==> src/rtl/riscv_pkg.sv <==
// Core-wide RV32I widths and the ID/EX payload types shared by the pipeline registers.
package riscv_pkg;

    localparam int unsigned XLEN       = 32;
    localparam int unsigned REG_ADDR_W = 5;
    localparam int unsigned FUNCT3_W   = 3;
    localparam int unsigned FUNCT7_W   = 7;

    typedef struct packed {
        logic regwrite;
        logic alusrc;
        logic memread;
        logic memwrite;
        logic memtoreg;
        logic branch;
        logic jump;
    } id_ex_ctrl_t;

    localparam id_ex_ctrl_t ID_EX_NOP = '0;

    typedef struct packed {
        id_ex_ctrl_t             ctrl;
        logic [XLEN-1:0]         read_data1;
        logic [XLEN-1:0]         read_data2;
        logic [XLEN-1:0]         imm;
        logic [XLEN-1:0]         pc;
        logic [REG_ADDR_W-1:0]   rs1;
        logic [REG_ADDR_W-1:0]   rs2;
        logic [REG_ADDR_W-1:0]   rd;
        logic [FUNCT3_W-1:0]     funct3;
        logic [FUNCT7_W-1:0]     funct7;
    } id_ex_bus_t;

endpackage

==> src/rtl/pipeline_reg_id_ex_pipe_reg.sv <==
// Generic pipeline flop: synchronous clear beats hold, hold beats load.
module pipe_reg #(
    parameter int unsigned WIDTH = 32
) (
    input  logic             clk,
    input  logic             clear,
    input  logic             hold,
    input  logic [WIDTH-1:0] d,
    output logic [WIDTH-1:0] q
);

    always_ff @(posedge clk) begin
        if (clear) begin
            q <= '0;
        end else if (!hold) begin
            q <= d;
        end
    end

endmodule

==> src/rtl/pipeline_reg_id_ex.sv <==
// ID/EX pipeline register: one flop bank over the whole payload; reset or flush loads a NOP bubble.
module pipeline_reg_id_ex
    import riscv_pkg::*;
(
    input  logic                  clock,
    input  logic                  reset,
    input  logic                  flush,
    input  logic                  stall,
    input  logic                  regwrite_in,
    input  logic                  alusrc_in,
    input  logic                  memread_in,
    input  logic                  memwrite_in,
    input  logic                  memtoreg_in,
    input  logic                  branch_in,
    input  logic                  jump_in,
    input  logic [XLEN-1:0]       read_data1_in,
    input  logic [XLEN-1:0]       read_data2_in,
    input  logic [XLEN-1:0]       imm_in,
    input  logic [XLEN-1:0]       pc_in,
    input  logic [REG_ADDR_W-1:0] rs1_in,
    input  logic [REG_ADDR_W-1:0] rs2_in,
    input  logic [REG_ADDR_W-1:0] rd_in,
    input  logic [FUNCT3_W-1:0]   funct3_in,
    input  logic [FUNCT7_W-1:0]   funct7_in,
    output logic                  regwrite_out,
    output logic                  alusrc_out,
    output logic                  memread_out,
    output logic                  memwrite_out,
    output logic                  memtoreg_out,
    output logic                  branch_out,
    output logic                  jump_out,
    output logic [XLEN-1:0]       read_data1_out,
    output logic [XLEN-1:0]       read_data2_out,
    output logic [XLEN-1:0]       imm_out,
    output logic [XLEN-1:0]       pc_out,
    output logic [REG_ADDR_W-1:0] rs1_out,
    output logic [REG_ADDR_W-1:0] rs2_out,
    output logic [REG_ADDR_W-1:0] rd_out,
    output logic [FUNCT3_W-1:0]   funct3_out,
    output logic [FUNCT7_W-1:0]   funct7_out
);

    id_ex_bus_t next_bus;
    id_ex_bus_t cur_bus;

    always_comb begin
        next_bus                = '0;
        next_bus.ctrl.regwrite  = regwrite_in;
        next_bus.ctrl.alusrc    = alusrc_in;
        next_bus.ctrl.memread   = memread_in;
        next_bus.ctrl.memwrite  = memwrite_in;
        next_bus.ctrl.memtoreg  = memtoreg_in;
        next_bus.ctrl.branch    = branch_in;
        next_bus.ctrl.jump      = jump_in;
        next_bus.read_data1     = read_data1_in;
        next_bus.read_data2     = read_data2_in;
        next_bus.imm            = imm_in;
        next_bus.pc             = pc_in;
        next_bus.rs1            = rs1_in;
        next_bus.rs2            = rs2_in;
        next_bus.rd             = rd_in;
        next_bus.funct3         = funct3_in;
        next_bus.funct7         = funct7_in;
    end

    // Flush zeroes data and indices too, so rd_out=0 hides the bubble from forwarding.
    pipe_reg #(
        .WIDTH($bits(id_ex_bus_t))
    ) u_bus_reg (
        .clk   (clock),
        .clear (reset | flush),
        .hold  (stall),
        .d     (next_bus),
        .q     (cur_bus)
    );

    assign regwrite_out   = cur_bus.ctrl.regwrite;
    assign alusrc_out     = cur_bus.ctrl.alusrc;
    assign memread_out    = cur_bus.ctrl.memread;
    assign memwrite_out   = cur_bus.ctrl.memwrite;
    assign memtoreg_out   = cur_bus.ctrl.memtoreg;
    assign branch_out     = cur_bus.ctrl.branch;
    assign jump_out       = cur_bus.ctrl.jump;
    assign read_data1_out = cur_bus.read_data1;
    assign read_data2_out = cur_bus.read_data2;
    assign imm_out        = cur_bus.imm;
    assign pc_out         = cur_bus.pc;
    assign rs1_out        = cur_bus.rs1;
    assign rs2_out        = cur_bus.rs2;
    assign rd_out         = cur_bus.rd;
    assign funct3_out     = cur_bus.funct3;
    assign funct7_out     = cur_bus.funct7;

endmodule

==> config.mk <==
export PLATFORM = sky130hd
export DESIGN_NAME = pipeline_reg_id_ex
export DESIGN_NICKNAME = d
export VERILOG_FILES = /design/src/rtl/riscv_pkg.sv /design/src/rtl/pipeline_reg_id_ex_pipe_reg.sv /design/src/rtl/pipeline_reg_id_ex.sv
export SDC_FILE = /design/constraint.sdc
export NUM_CORES = 1
export LEC_CHECK = 0
export CAP_MARGIN = 20
export CORE_AREA = 4 4 125 127
export CTS_BUF_LIST = sky130_fd_sc_hd__clkbuf_2
export DETAILED_ROUTE_END_ITERATION = 10
export DIE_AREA = 0 0 129 131
export GPL_ROUTABILITY_DRIVEN = 1
export HOLD_SLACK_MARGIN = 0.12
export PLACE_DENSITY_LB_ADDON = 0.25
export SYNTH_ARGS = -nofsm -noshare
export SYNTH_HDL_FRONTEND = slang
export SYNTH_SLANG_ARGS = --single-unit
==> constraint.sdc <==
create_clock -name clock -period 1.77 [get_ports clock]
set_input_delay 0.354 -clock clock [delete_from_list [all_inputs] [get_ports clock]]
set_output_delay 0.354 -clock clock [all_outputs]
set_load 0.01 [all_outputs]
==> impl_metrics.toml, run 1 <==
[status]
result_of_the_run = "complete, no violations"

[grt]
gr-total-overflow = 0
gr-usage-all-layers = 0.1998
wire_length_of_the_first_global_routing_pass_um = 26040
antenna_found_initial = 1
grt_max_degree = 82
first_global_vias = 5090

[floorplanning]
die_y_um = 131
die_area_sq_um = 16900
core_area_sq_um = 14420
initial_utilization = 0.3945
io_pins = 324
placement_rows = 44
die_w_um = 129

[hold_path]
min-delay-start = "rs1_in[4]"
worst_min_delay_path_endpoint = "u_bus_reg.q[24]"
holdCritPathClass = "input port to register"
hold_depth = 3

[sta]
fmax_ghz = 0.6047
final-hold-violation-count = 0
setup_viol_count_final = 0
max_slew_vio_count = 0
holdWs_ps = 220.3
period_needed_ps = 1654
final.setup_skew_ps = 0
finalCritPeriodShare = 0.9343
setup_ws_ps = 116.2
worst_margin_slew_ps = 455.3
max-slew-margin-rel = 0.6965

[finish]
largest_register_ffs = 160
fill_cells = 1194
largest_registers = "u_bus_reg.q (160)"
finalNetCount = 1036
area_growth_syn_to_layout_pct = 62.36
largest_register = "u_bus_reg.q"
fraction_of_final_layout_cells_sized_beyond_drive_strength_1 = 0.4174
postLayoutCoreUtil = 0.6405

[synthesis]
synth_seq_area_share = 0.5629
synth_area_sq_um = 5690
ys_types = 8
synthCells = 517
synth-seq-cells = 160
synth.avg_cell_area_sq_um = 11.01
synth_area_leader_cell = "dfxtp_1"
ys.warnings.count = 0
synth.top_cells.by_area = "dfxtp_1 (56%), mux2i_1 (28%), nor2_1 (11%)"
area_share_of_the_largest_cell_type_after_synthesis = 0.5629
mappedNetlistNets = 681

[route]
routed_via_density = 4.613
drc_errors = 0
via_count = 4931
post_drt_wl_per_cell_um = 16.53
routed_wirelength_um = 17680
detailedRoute.firstPassIterationCount = 4
initial_detailed_routing_violation_count = 143
count_of_antenna_violating_nets_left_after_detailed_routing = 0

[power]
max-vdd-ir-drop_uv = 532.2
cellLeakagePower_nw = 4.366
power-per-cell-area_nw_per_um2 = 778.5

[setup_path]
worst_path_largest_cell_delay_ps = 370
critical_path_class = "register to output port"
path_delay_family = "flip-flops"
critical_path_peak_fanout = 2
crit_arrival_ps = 1300
required_ps = 1420
worstReg2RegStart = "u_bus_reg.q[46]"
worst_setup_slack_for_register_to_register_paths_ps = 900
critical_path.cell_chain = "clkdlybuf4s15_1"
worst-r2r-cell-count = 4
timing.rr.end = "u_bus_reg.q[46]"
critPathLaunchType = "register"
crit_slowest_cell = "dfxtp_2"
endpoint_kind = "output port"
critical_path_cell_count = 1
crit_buf_inv = 1

[job]
max_cap_viol_count = 0

[clocking]
tritoncts = "done"
cts_inserted_buffers = 17
insertion_delay_ps = 710
numClockSinks = 160
cts_root_buf = "clkbuf_2"
clkSlewWorstSetupHoldPaths_ps = 230
cts-htree-levels = 4
max-clock-path-buffers = 2

[placement]
place.port_buffers = 323
gpl.final_weighted_congestion = 0.7638
dp_worst_setup_slack_ps = 241.1
hpwlAfterDp_um = 12930
==> cell families (layout without fill, tap and decap cells) <==
family / after synthesis / count (layout) / share of synthesized area
other: 0 / 1 / 0
DFF: 160 / 160 / 0.5629
muxes: 160 / 160 / 0.2814
buffers and inverters: 36 / 403 / 0.04903
and+or+nand+nor: 161 / 161 / 0.1066
==> cells in the final DEF, fill, tap and decap left out <==
master / Yosys / routed
buf_2: 7 / 81
clkbuf_8: 0 / 1
clkbuf_2: 0 / 66
or2_4: 0 / 1
clkinv_2: 0 / 1
dfxtp_1: 160 / 2
dfxtp_2: 0 / 158
clkdlybuf4s15_1: 0 / 11
mux2i_1: 160 / 160
clkdlybuf4s50_1: 0 / 162
buf_4: 10 / 25
diode_2: 0 / 1
buf_12: 0 / 4
clkinvlp_4: 0 / 3
clkdlybuf4s15_2: 0 / 23
nor2_1: 160 / 160
clkinv_4: 0 / 1
dlygate4sd3_1: 0 / 20
bufinv_16: 0 / 5
==> worst max path at each step <==
stage	start	end
floorplan	stall	u_bus_reg.q[100]
global placement	flush	u_bus_reg.q[60]
detailed placement	flush	u_bus_reg.q[38]
CTS	u_bus_reg.q[85]	imm_out[28]
global route	u_bus_reg.q[62]	imm_out[5]
finish	u_bus_reg.q[98]	read_data2_out[9]
==> repair_timing <==
action,4_1_cts,5_1_grt
hold endpoints to repair,35,1
pin swaps,0,0
resized for setup,574,134
buffers inserted,8,7
setup endpoints to repair,160,121
hold buffers,19,1
==> synthesized netlist by cell type <==
cell type,n
buf_2,7
buf_4,10
buf_6,13
clkbuf_1,6
dfxtp_1,160
mux2i_1,160
nor2_1,160
or2_1,1
==> worst min-delay path: cells and delay by family <==
family	cells	cell delay, ps
buf+inv	1	400
mux	1	120
simple gates	1	50
==> power by group <==
part           total [W]  internal (W)  switching [W]
combinational    0.00109      0.000658       0.000431
sequential       0.00381       0.00374      0.0000615
clock            0.00230       0.00108        0.00122
total            0.00719       0.00548        0.00171
==> layout make-up <==
class / instances / area, sq um / share of cell area
Sequential cell: 160 / 3401 / 0.3681
Timing Repair Buffer: 372 / 3103 / 0.3359
Multi-Input combinational cell: 321 / 2211 / 0.2393
Tap cell: 184 / 230.2 / 0.02492
Clock inverter: 10 / 186.4 / 0.02018
Clock buffer: 21 / 105.1 / 0.01138
Antenna cell: 1 / 2.502 / 0.0002709
==> metrics by stage <==
step           std cells  power, W  area [sq um]  setup TNS [ps]
6_report            1069  0.007193          9239               0
5_1_grt             1069  0.007511          9239         -0.5652
4_1_cts             1060  0.007310          9701               0
3_5_place_dp        1002  0.004994          9036               0
3_3_place_gp        1002  0.004969          9036               0
2_1_floorplan        517  0.004325          5690               0
==> per-layer routing <==
metal  share of wire  global-route usage
met5               0                   0
met4           0.023             0.08030
met3           0.091             0.07724
met2            0.51              0.3628
met1            0.38              0.2069
Power figures use the tool's default switching activity.
==> inputs of run 2 (changes only) <==
CORE_AREA = not set   (was 4 4 125 127)
CORE_ASPECT_RATIO = 1.25   (was not set)
CORE_MARGIN = 4   (was not set)
CORE_UTILIZATION = 39   (was not set)
DIE_AREA = not set   (was 0 0 129 131)
SYNTH_HIERARCHICAL = 1   (was not set)
clock period = 1.75 ns   (was 1.77 ns; I/O delays follow)
==> run 2 against run 1 <==
Worst hold slack improved by 16 ps. Synthesized cell count unchanged. Cell count decreased by 2.6%. Combinational power about the same. Routed wire length decreased by 0.65%. Sequential cell count unchanged. Design area increased by 0.56%. Power increased by 2.2%. Register-to-register slack improved by 60 ps. Clock power increased by 5%. First-iteration DRC count increased by 35%. Critical path depth unchanged. Critical path type unchanged. Critical endpoint is now pc_out[18]. Largest power group unchanged. Highest routed layer unchanged.
==> impl_metrics.toml, run 2 <==
[status]
result_of_the_run = "complete, no violations"

[synthesis]
synth-seq-cells = 160
synth.top_cells.by_count = "dfxtp_1 (160), mux2i_1 (160), nor2_1 (160)"
synth_area_sq_um = 5699
area_share_of_the_largest_cell_type_after_synthesis = 0.5620
synth.top_cells.by_area = "dfxtp_1 (56%), mux2i_1 (28%), nor2_1 (11%)"
synth_seq_area_share = 0.5620
synth_top_flop_cell = "dfxtp_1"
synthCells = 517
mappedNetlistNets = 681
synth.avg_cell_area_sq_um = 11.02
synth_area_leader_cell = "dfxtp_1"
synthArstFlopShare = 0
ys.warnings.count = 6
number_of_enable_flip_flop_cells_after_synthesis = 0
ys_types = 9

[finish]
finalNetCount = 1014
most-common-layout-cells = "clkdlybuf4s50_1 (162), mux2i_1 (160), nor2_1 (160)"
fill_cells = 1168
ff_latch_area_sq_um = 3369
fraction_of_final_layout_cells_sized_beyond_drive_strength_1 = 0.3387
area_growth_syn_to_layout_pct = 63.01
largest_register = "u_bus_reg/q"
finish.instance_area_sq_um = 9290
largest_register_ffs = 160
largest_registers = "u_bus_reg/q (160)"
mostFrequentLayoutCell = "clkdlybuf4s50_1"
area_of_combinational_cells_with_multiple_inputs_sq_um = 2211
final_instance_count_without_filler_cells = 1041

[floorplanning]
die_y_um = 143.2
initial_utilization = 0.3973
die_area_sq_um = 16620
io_pins = 324
core_area_sq_um = 14350
placement_rows = 49
die_w_um = 116.1

[grt]
grt_max_degree = 46
wire_length_of_the_first_global_routing_pass_um = 26190
gr-total-overflow = 0
antenna_found_initial = 1
first_global_vias = 5070
gr-usage-all-layers = 0.2045

[hold_path]
worst_min_delay_path_endpoint = "u_bus_reg/q[145]"
holdCritPathClass = "input port to register"
min-delay-start = "read_data1_in[24]"
hold_depth = 3

[sta]
max_slew_vio_count = 0
setup_viol_count_final = 0
period_needed_ps = 1657
final-hold-violation-count = 0
max-slew-margin-rel = 0.7302
finalCritPeriodShare = 0.9469
final.setup_skew_ps = 0
setup_ws_ps = 92.92
fmax_ghz = 0.6035
worst_margin_slew_ps = 404.6

[route]
routed_wirelength_um = 17560
routed_via_density = 4.676
initial_detailed_routing_violation_count = 193
via_count = 4868
detailedRoute.firstPassIterationCount = 5
post_drt_wl_per_cell_um = 16.87
count_of_antenna_violating_nets_left_after_detailed_routing = 0
drc_errors = 0

[clocking]
max-clock-path-buffers = 2
numClockSinks = 160
clkSlewWorstSetupHoldPaths_ps = 240
tritoncts = "done"
cts_root_buf = "clkbuf_2"
cts_inserted_buffers = 17
insertion_delay_ps = 660
cts-htree-levels = 4

[setup_path]
path_delay_family = "flip-flops"
timing.rr.end = "u_bus_reg/q[10]"
worst_setup_slack_for_register_to_register_paths_ps = 960
worst_path_largest_cell_delay_ps = 380
critical_path.cell_chain = "clkdlybuf4s15_1"
required_ps = 1400
critical_path_peak_fanout = 2
crit_slowest_cell = "dfxtp_1"
endpoint_kind = "output port"
critPathLaunchType = "register"
crit_arrival_ps = 1310
worst-r2r-cell-count = 3
critical_path_class = "register to output port"
worstReg2RegStart = "u_bus_reg/q[10]"
crit_buf_inv = 1

[placement]
placed_area_sq_um = 9076
numPlacedInstances = 994
place.port_buffers = 323
gpl.final_weighted_congestion = 0.7570
hpwlAfterDp_um = 13500
dp_worst_setup_slack_ps = 192.9

[job]
max_cap_viol_count = 0

[power]
power-per-cell-area_nw_per_um2 = 791.6
cellLeakagePower_nw = 4.261
max-vdd-ir-drop_uv = 478.4
## run 2: cells by family (layout without fill, tap and decap cells)
family | after synthesis | count (layout) | synth area share
simple gates | 161 | 161 | 0.1065
mux | 160 | 160 | 0.2810
flops | 160 | 160 | 0.5620
buf+inv | 36 | 381 | 0.05049
other cells | 0 | 1 | 0
## run 2: cell type report
cell class / instances / share of cell area
tap: 178 / 0.02397
sequential: 160 / 0.3627
timing repair buffer: 350 / 0.3425
multi-input combinational: 321 / 0.2380
clock buffer: 19 / 0.01024
clock inverter: 12 / 0.02236
antenna: 1 / 0.0002694
## run 2: metrics by stage
stage	power, W	util	hold slack, ps	TNS, ps
after floorplan	0.004379	-	493.9	0
after global placement	0.005039	0.6327	472.8	0
after detailed placement	0.005071	0.6327	483.0	0
after CTS	0.007462	0.6687	134.5	0
after global routing	0.007684	0.6476	133.8	-65.40
final	0.007354	0.6476	236.8	0
## run 2: repair_timing
item	CTS	global route
resized for setup	435	128
endpoints found under the hold margin	14	0
hold buffers	1	0
setup buffers	8	6
endpoints found under the setup margin	160	123
## run 2: tightest hold or removal path, delay by kind of cell
kind / cells / cell delay, ps
and+or+nand+nor: 1 / 50
muxes: 1 / 120
buffers and inverters: 1 / 390
## run 2: worst max path at each step
stage               startpoint          endpoint  slack (ps)  cells past startpoint
2_1_floorplan            flush  u_bus_reg/q[128]         550                      5
3_3_place_gp             flush   u_bus_reg/q[66]         210                      4
3_5_place_dp             flush   u_bus_reg/q[83]         190                      4
4_1_cts        u_bus_reg/q[53]        pc_out[28]        0.04                      1
5_1_grt        u_bus_reg/q[41]        pc_out[16]         -20                      1
6_report       u_bus_reg/q[43]        pc_out[18]          90                      1
## run 2: power by group
group / leakage [nW] / switching [W] / internal, W / total (W)
Clock: 0.168 / 0.00131 / 0.00110 / 0.00241
Sequential: 1.36 / 0.0000618 / 0.00379 / 0.00385
Combinational: 2.73 / 0.000430 / 0.000663 / 0.00109
## run 2: per-layer routing
| layer | wire length [um] | vias to the layer above | global-route usage | part of all wire |
|---|---|---|---|---|
| met5 | 0 | - | 0 | 0 |
| met2 | 8809 | 228 | 0.3619 | 0.50 |
| met1 | 6347 | 2238 | 0.2136 | 0.36 |
| met4 | 372 | 0 | 0.06842 | 0.021 |
| li1 | - | 2376 | - | - |
| met3 | 2031 | 26 | 0.09284 | 0.12 |
